File: src/rtl/cordic_rot.sv
`default_nettype none
// ============================================================================
// Module      : cordic_rot
// Description : Iterative CORDIC rotator.
//               Rotates the vector (K_INIT, 0) by a signed angle given in
//               degrees (Q8.8). It uses one micro-rotation per clock and
//               produces cos/sin of the angle in Q2.14. The arctangent
//               table is external and is read through rom_addr/rom_data.
// Ports       : clock    - single clock, rising edge
//               reset    - asynchronous, active-high reset
//               start    - request a new rotation (ignored while busy)
//               angle    - signed target angle, degrees, Q8.8
//               rom_addr - arctangent ROM address (current iteration index)
//               rom_data - atan(2^-rom_addr) in degrees, Q8.8 (combinational)
//               cos_out  - cosine result, Q2.14, held between done pulses
//               sin_out  - sine result, Q2.14, held between done pulses
//               busy     - high while iterations are in progress
//               done     - one-cycle pulse when cos_out/sin_out update
// Revision    : 1.0 - initial release
// ============================================================================
module cordic_rot #(
  parameter int          NITER  = 16,
  parameter logic [15:0] K_INIT = 16'd9949
) (
  input  logic        clock,
  input  logic        reset,
  input  logic        start,
  input  logic [15:0] angle,
  output logic [3:0]  rom_addr,
  input  logic [15:0] rom_data,
  output logic [15:0] cos_out,
  output logic [15:0] sin_out,
  output logic        busy,
  output logic        done
);

  // +/-90.0 degrees in Q8.8
  localparam logic signed [15:0] c_ang_max = 16'sh5A00;
  localparam logic signed [15:0] c_ang_min = 16'shA600;
  localparam logic [4:0]         c_niter   = 5'(NITER);

  typedef enum logic [1:0] {
    S_IDLE = 2'd0,
    S_RUN  = 2'd1,
    S_DONE = 2'd2
  } state_t;

  state_t             r_state;
  logic        [4:0]  r_i;
  logic signed [15:0] r_x;
  logic signed [15:0] r_y;
  logic signed [15:0] r_z;
  logic        [15:0] r_cos;
  logic        [15:0] r_sin;
  logic               r_busy;
  logic               r_done;

  logic signed [15:0] w_angle_s;
  logic signed [15:0] w_angle_clamped;
  logic signed [15:0] w_x_sh;
  logic signed [15:0] w_y_sh;
  logic signed [15:0] w_atan;

  assign w_angle_s = $signed(angle);
  assign w_atan    = $signed(rom_data);

  // Angles beyond +/-90 degrees are outside the CORDIC convergence range
  // and are saturated at load time.
  always_comb begin
    w_angle_clamped = w_angle_s;
    if (w_angle_s > c_ang_max) begin
      w_angle_clamped = c_ang_max;
    end else if (w_angle_s < c_ang_min) begin
      w_angle_clamped = c_ang_min;
    end
  end

  // Arithmetic shifts of the pre-update vector by the iteration index.
  assign w_x_sh = r_x >>> r_i[3:0];
  assign w_y_sh = r_y >>> r_i[3:0];

  // The extra RUN cycle with r_i == NITER truncates to address 0. That
  // cycle does not read the table.
  assign rom_addr = (r_state == S_RUN) ? r_i[3:0] : 4'd0;
  assign cos_out  = r_cos;
  assign sin_out  = r_sin;
  assign busy     = r_busy;
  assign done     = r_done;

  // RUN performs NITER micro-rotations (r_i = 0..NITER-1). It then spends
  // one more cycle (r_i == NITER) that transfers the final vector to the
  // output registers while entering DONE. This gives done after edge
  // T+NITER+1 for a start sampled at edge T.
  always_ff @(posedge clock or posedge reset) begin
    if (reset) begin
      r_state <= S_IDLE;
      r_i     <= 5'd0;
      r_x     <= 16'sd0;
      r_y     <= 16'sd0;
      r_z     <= 16'sd0;
      r_cos   <= 16'd0;
      r_sin   <= 16'd0;
      r_busy  <= 1'b0;
      r_done  <= 1'b0;
    end else begin
      r_done <= 1'b0;
      unique case (r_state)
        S_IDLE, S_DONE: begin
          if (start) begin
            r_x     <= $signed(K_INIT);
            r_y     <= 16'sd0;
            r_z     <= w_angle_clamped;
            r_i     <= 5'd0;
            r_busy  <= 1'b1;
            r_state <= S_RUN;
          end else begin
            r_busy  <= 1'b0;
            r_state <= S_IDLE;
          end
        end
        S_RUN: begin
          if (r_i == c_niter) begin
            r_cos   <= r_x;
            r_sin   <= r_y;
            r_done  <= 1'b1;
            r_busy  <= 1'b0;
            r_state <= S_DONE;
          end else begin
            // The sign of the residual angle picks the rotation direction.
            if (!r_z[15]) begin
              r_x <= r_x - w_y_sh;
              r_y <= r_y + w_x_sh;
              r_z <= r_z - w_atan;
            end else begin
              r_x <= r_x + w_y_sh;
              r_y <= r_y - w_x_sh;
              r_z <= r_z + w_atan;
            end
            r_i <= r_i + 5'd1;
          end
        end
        default: begin
          r_busy  <= 1'b0;
          r_state <= S_IDLE;
        end
      endcase
    end
  end

endmodule
`default_nettype wire

File: config.mk
export PLATFORM = sky130hd
export DESIGN_NAME = cordic_rot
export DESIGN_NICKNAME = d
export VERILOG_FILES = /design/src/rtl/cordic_rot.sv
export SDC_FILE = /design/constraint.sdc
export NUM_CORES = 1
export LEC_CHECK = 0
export ABC_CLOCK_PERIOD_IN_PS = 9550
export CAP_MARGIN = 20
export CORE_ASPECT_RATIO = 0.5
export CORE_UTILIZATION = 50
export CTS_CLUSTER_DIAMETER = 30
export DETAILED_ROUTE_END_ITERATION = 6
export GPL_ROUTABILITY_DRIVEN = 0
export PLACE_DENSITY = 0.76
export SYNTH_ARGS = -nofsm -noshare
export SYNTH_HDL_FRONTEND = slang
export SYNTH_SLANG_ARGS = --single-unit
File: constraint.sdc
create_clock -name clock -period 9.55 [get_ports clock]
set_input_delay 1.4325 -clock clock [delete_from_list [all_inputs] [get_ports clock]]
set_output_delay 1.4325 -clock clock [all_outputs]
set_load 0.02 [all_outputs]
==> flow_summary.json, run 1 <==
{
  "status": "finished, final reports clean",
  "arrival_ns": 5.80,
  "synth_top_family_by_area": "simple AND/OR/NAND/NOR gates",
  "ys_seq_area_frac": 0.276,
  "rsz0062_at_grt": "no",
  "synth_cell_types": 70,
  "grt_pass1_wl_um": 35000,
  "post_cts_resized": 0,
  "yosys_warnings": 0,
  "max-slew-margin-rel": 0.254,
  "io_buffers": 72,
  "die_area_um2": 16500,
  "synthSimpleGateAreaFrac": 0.198,
  "diodes": 0,
  "io_pins": 73,
  "synthFlopType": "dfrtp_1",
  "die_h_um": 91.3,
  "clock-root-buffer": "clkbuf_16",
  "muxShareOfSynthArea": 0.127,
  "path_buf_inv": 2,
  "cp_slowest_cell": "inv_1",
  "cts_tree": "built",
  "synth_top_area_cell": "dfrtp_1",
  "synth-edff-count": 0,
  "synth_compound_area_frac": 0.175,
  "fillers": 1387,
  "clock.fmax_mhz": 181,
  "min_path_type": "reg -> reg",
  "syn_area_um2": 7970,
  "path_cells": "inv_1, mux4_2, nor2_1, a31oi_1, inv_1, ha_1, mux2_2, ha_1, a21o_1, a21oi_1, o21ai_0, o311ai_0, nand3_1, a41o_1, o41a_1, xnor2_1, or3_1, nand3_1",
  "num_rows": 32,
  "cp.required_ns": 9.83,
  "fp.coreArea_um2": 15500,
  "crit_family": "compound AO/OA/AOI/OAI gates",
  "hold_viol": 0,
  "synth.area.top_cells": "dfrtp_1 28%, mux4_2 8.8%, ha_1 8.3%, nand2_1 6.7%, nor2_1 4.9%",
  "final_cell_area_um2": 9140,
  "synth_top_area_share": 0.276,
  "synth_area_per_cell_um2": 8.42,
  "synth.net_count": 1037,
  "htreeDepth": 3,
  "skew_ns": 0.00740,
  "dp_hpwl_um": 15600,
  "grt_max_degree": 51,
  "setup_viol": 0,
  "routed_wl_um": 21100,
  "drc_errors": 0,
  "initial_core_util": 0.514,
  "avgViaCountPerCell": 6.10,
  "fin_crit_ns": 5.52,
  "grt_pass1_vias": 6910,
  "postPlaceCellArea_um2": 8800,
  "nets": 1082,
  "drv_slew": 0,
  "clock_path_buffers": 2,
  "cts.sinks": 88,
  "cp-start-kind": "flop",
  "r2r_slack_ns": 4.03,
  "drtIter0Drc": 698,
  "vias": 7318,
  "max_stage_delay_ns": 0.86,
  "ys_seq_elements": 88,
  "postCtsHoldBufs": 0,
  "die_x_um": 181,
  "register_area_um2": 2200,
  "antenna_found_initial": 0,
  "ant_nets": 0,
  "drive_above_1_share": 0.0823,
  "first_pass_iters": 5,
  "synthXorXnorAreaFrac": 0.0858,
  "area.growth.synth_to_final_pct": 14.7,
  "setup.worst_path.class": "reg -> reg",
  "wl_per_cell_um": 17.6,
  "ys_async_sr_fraction": 1.00,
  "grt.total_usage": 0.266,
  "post_cts_buffers": 0,
  "drv_cap": 0,
  "clk_pin_slew_ns": 0.07,
  "worstSetupEndpointType": "flop",
  "worstSkewPairLatency_ns": 0.35,
  "cts_buffers": 9,
  "synthAdderAreaFrac": 0.0908,
  "path_max_fanout": 22,
  "tightest_slew_ns": 1.12,
  "syn_inst": 946,
  "finalSetupTns_ns": 0,
  "gr-total-overflow": 0,
  "multi_input_area_um2": 5390,
  "period_share": 0.578
}
==> cells in the final DEF, fill, tap and decap left out, types with 10 or more instances in the layout <==
master	instances
a221oi_1	11
mux2i_1	15
a21oi_1	64
buf_4	11
nor3_1	25
inv_1	36
a21o_1	10
nor2_1	105
mux4_2	31
dfrtp_1	87
nand2_1	142
o21ai_0	55
xor2_1	39
nand3_1	39
clkdlybuf4s50_1	72
xnor2_1	39
a31oi_1	12
ha_1	53
==> per-stage QoR <==
| step | utilization | hold WS, ns | setup slack [ns] | instances |
|---|---|---|---|---|
| 3_3_place_gp | 0.568 | 0.457 | 3.95 | 1182 |
| 3_5_place_dp | 0.568 | 0.463 | 3.73 | 1183 |
| 2_1_floorplan | - | 0.456 | 5.00 | 946 |
| 6_report | 0.590 | 0.472 | 4.03 | 1200 |
| 4_1_cts | 0.588 | 0.480 | 3.68 | 1199 |
| 5_1_grt | 0.590 | 0.501 | 3.70 | 1200 |
==> path summary, 6_finish.rpt <==
check / startpoint / endpoint / depth (start not counted)
hold / removal: sin_out[5] / sin_out[5] / 2
max in group asynchronous: reset / r_i[3] / 3
min in group asynchronous: reset / done / 2
hold reg to reg: sin_out[5] / sin_out[5] / 2
setup reg to reg: r_i[2] / r_x[15] / 18
setup / recovery: r_i[2] / r_x[15] / 18
==> routing by layer <==
metal | share of wire | track usage
met1 | 0.45 | 0.377
met5 | 0 | 0
met4 | 0.018 | 0.0698
met3 | 0.11 | 0.0586
met2 | 0.43 | 0.410
==> Yosys cell counts (31+ instances only) <==
cell type  number
a21oi_1        64
clkbuf_1       31
dfrtp_1        88
ha_1           53
inv_1          37
mux4_2         31
nand2_1       142
nand3_1        39
nor2_1        105
o21ai_0        55
xnor2_1        39
xor2_1         39
==> state kept, by name, summed over array words and instances, names as in the netlist <==
signal / cells
cos_out: 16
done: 1
r_y: 16
r_x: 16
r_state: 2
r_i: 5
r_z: 16
sin_out: 16
==> cell type report <==
type | count | share of cell area
multi-input cells | 769 | 0.590
well taps | 204 | 0.0279
clock buffers | 10 | 0.0251
flip-flops and latches | 88 | 0.241
repair buffers | 84 | 0.0909
clock inverters | 6 | 0.00822
inverters | 39 | 0.0162
==> cell families (layout without fill, tap and decap cells) <==
kind of cell / Yosys count / count (layout)
AO/OA/AOI/OAI: 219 / 219
XOR/XNOR: 78 / 78
adder cells (fa/ha/maj): 56 / 56
buffers and inverters: 89 / 139
flip-flops: 88 / 88
multiplexers: 58 / 58
AND/OR/NAND/NOR: 358 / 358
==> tightest hold or removal path: cells and delay by family, from the launching register on <==
kind | cells | cell delay (ns)
flops | 1 | 0.34
simple gates | 2 | 0.10
Power of run 1 is left out: the tool's default activity adds up to more than one toggle a clock period on the data nets, which glitch-free logic cannot reach.
==> inputs of run 2 (changes only) <==
--- a/config.mk
+++ b/config.mk
@@ -5,7 +5,7 @@
 export SDC_FILE = /design/constraint.sdc
 export NUM_CORES = 1
 export LEC_CHECK = 0
-export ABC_CLOCK_PERIOD_IN_PS = 9550
+export ABC_CLOCK_PERIOD_IN_PS = 5400
 export CAP_MARGIN = 20
 export CORE_ASPECT_RATIO = 0.5
 export CORE_UTILIZATION = 50
==> constraint.sdc (replaced) <==
create_clock -name clock -period 5.4 [get_ports clock]
set_input_delay 0.81 -clock clock [delete_from_list [all_inputs] [get_ports clock]]
set_output_delay 0.81 -clock clock [all_outputs]
set_load 0.02 [all_outputs]
==> flow_summary.json, run 2 (synthesized netlist as in run 1, its figures left out) <==
{
  "drive_above_1_share": 0.0906,
  "layout_commonest_cell": "nand2_1",
  "clock-root-buffer": "clkbuf_16",
  "diodes": 0,
  "nets": 1090,
  "whs_path_depth": 2,
  "cp.required_ns": 5.67,
  "die_x_um": 181,
  "max-slew-margin-rel": 0.332,
  "area.growth.synth_to_final_pct": 15.1,
  "tightest_slew_ns": 1.00,
  "io_pins": 73,
  "grtUsageMet1": 0.398,
  "first_pass_iters": 6,
  "drtIter0Drc": 706,
  "grt_pass1_wl_um": 36100,
  "r2r-start": "r_i[0]",
  "grt-busiest-layer": "met2",
  "htreeDepth": 3,
  "hold_viol": 0,
  "drv_cap": 0,
  "cp-start-kind": "flop",
  "cts.sinks": 88,
  "antenna_found_initial": 0,
  "die_h_um": 91.3,
  "grt_pass1_vias": 7028,
  "register_area_um2": 2210,
  "path_max_fanout": 28,
  "drc_errors": 0,
  "status": "finished, final reports clean",
  "vias": 7474,
  "finalSetupTns_ns": 0,
  "setup_viol": 0,
  "gr-total-overflow": 0,
  "worstSkewPairLatency_ns": 0.35,
  "grt.met3_usage": 0.0630,
  "wl_per_cell_um": 18.1,
  "post_cts_buffers": 0,
  "timing.rr.end": "r_y[15]",
  "grt.total_usage": 0.275,
  "skew_ns": 0.0114,
  "clock.fmax_mhz": 202,
  "fp.coreArea_um2": 15500,
  "clock_path_buffers": 2,
  "grt_max_degree": 48,
  "routed_wl_um": 21900,
  "ant_nets": 0,
  "drv_slew": 0,
  "use_met2": 0.408,
  "mostFrequentLayoutCells": "142 x nand2_1, 105 x nor2_1, 87 x dfrtp_1",
  "hp-start": "cos_out[0]",
  "fin_crit_ns": 4.95,
  "arrival_ns": 5.22,
  "rsz0062_at_grt": "no",
  "worstHoldEndpoint": "cos_out[0]",
  "cts_buffers": 9,
  "initial_core_util": 0.514,
  "dp_hpwl_um": 16300,
  "die_area_um2": 16500,
  "num_rows": 32,
  "worstSetupEndpointType": "flop",
  "multi_input_area_um2": 5400,
  "post_cts_resized": 0,
  "period_share": 0.916,
  "avgViaCountPerCell": 6.19,
  "cts_tree": "built",
  "setup.worst_path.class": "reg -> reg",
  "min_path_type": "reg -> reg",
  "postCtsHoldBufs": 0,
  "fillers": 1370,
  "io_buffers": 72,
  "r2r_slack_ns": 0.45,
  "ff2ff_path_depth": 17,
  "clk_pin_slew_ns": 0.07
}
## run 2: area by class of cell
class | count | share of cell area
repair buffers | 92 | 0.0963
multi-input cells | 769 | 0.589
clock inverters | 6 | 0.00573
flip-flops and latches | 88 | 0.240
well taps | 204 | 0.0278
clock buffers | 10 | 0.0250
inverters | 39 | 0.0161
## run 2: critical path, cell delays in order (launching register included)
cell	delay [ns]
dfrtp_4	0.63
buf_12	0.26
mux4_1	0.62
mux4_2	0.53
a211oi_2	0.36
and2_1	0.23
nor2_1	0.06
xnor2_1	0.14
ha_1	0.35
o21a_1	0.14
nor2_1	0.05
a211oi_1	0.45
o31ai_2	0.20
o21ai_0	0.21
a21oi_1	0.11
xnor2_1	0.14
or3_1	0.31
o21ai_1	0.07
## run 2: stage by stage
stage / area, µm² / hold slack, ns / worst slack, ns / cells / util
6_report: 9170 / 0.476 / 0.453 / 1208 / 0.592
5_1_grt: 9170 / 0.508 / 0.138 / 1208 / 0.592
4_1_cts: 9170 / 0.481 / 0.327 / 1208 / 0.591
3_5_place_dp: 8880 / 0.464 / 0.362 / 1192 / 0.573
3_3_place_gp: 8880 / 0.458 / 0.510 / 1192 / 0.573
2_1_floorplan: 7970 / 0.456 / 0.855 / 946 / -
## run 2: routing by layer
metal / share of wire / vias up
li1: - / 3487
met1: 0.46 / 3539
met2: 0.42 / 403
met3: 0.10 / 45
met4: 0.021 / 0
met5: 0 / -
## run 2: how the worst max path moves through the flow
stage	slack, ns	end	startpoint	cells after the start
after detailed placement	0.36	r_y[15]	r_i[0]	16
final	0.45	r_y[15]	r_i[0]	17
after global routing	0.14	r_x[15]	r_i[0]	18
after global placement	0.51	r_y[15]	r_i[0]	17
after CTS	0.33	r_y[15]	r_i[0]	17
after floorplan	0.85	r_x[15]	r_i[1]	19
Power of run 2 is left out for the same reason.
==> inputs of run 3 (changes only) <==
--- a/config.mk
+++ b/config.mk
@@ -13,6 +13,7 @@
 export DETAILED_ROUTE_END_ITERATION = 6
 export GPL_ROUTABILITY_DRIVEN = 0
 export PLACE_DENSITY = 0.76
+export SKIP_LAST_GASP = 1
 export SYNTH_ARGS = -nofsm -noshare
 export SYNTH_HDL_FRONTEND = slang
 export SYNTH_SLANG_ARGS = --single-unit
==> results of run 3 <==
Same layout as run 2: the final DEF is identical, and so are final timing and power.
Power of run 3 is left out for the same reason.
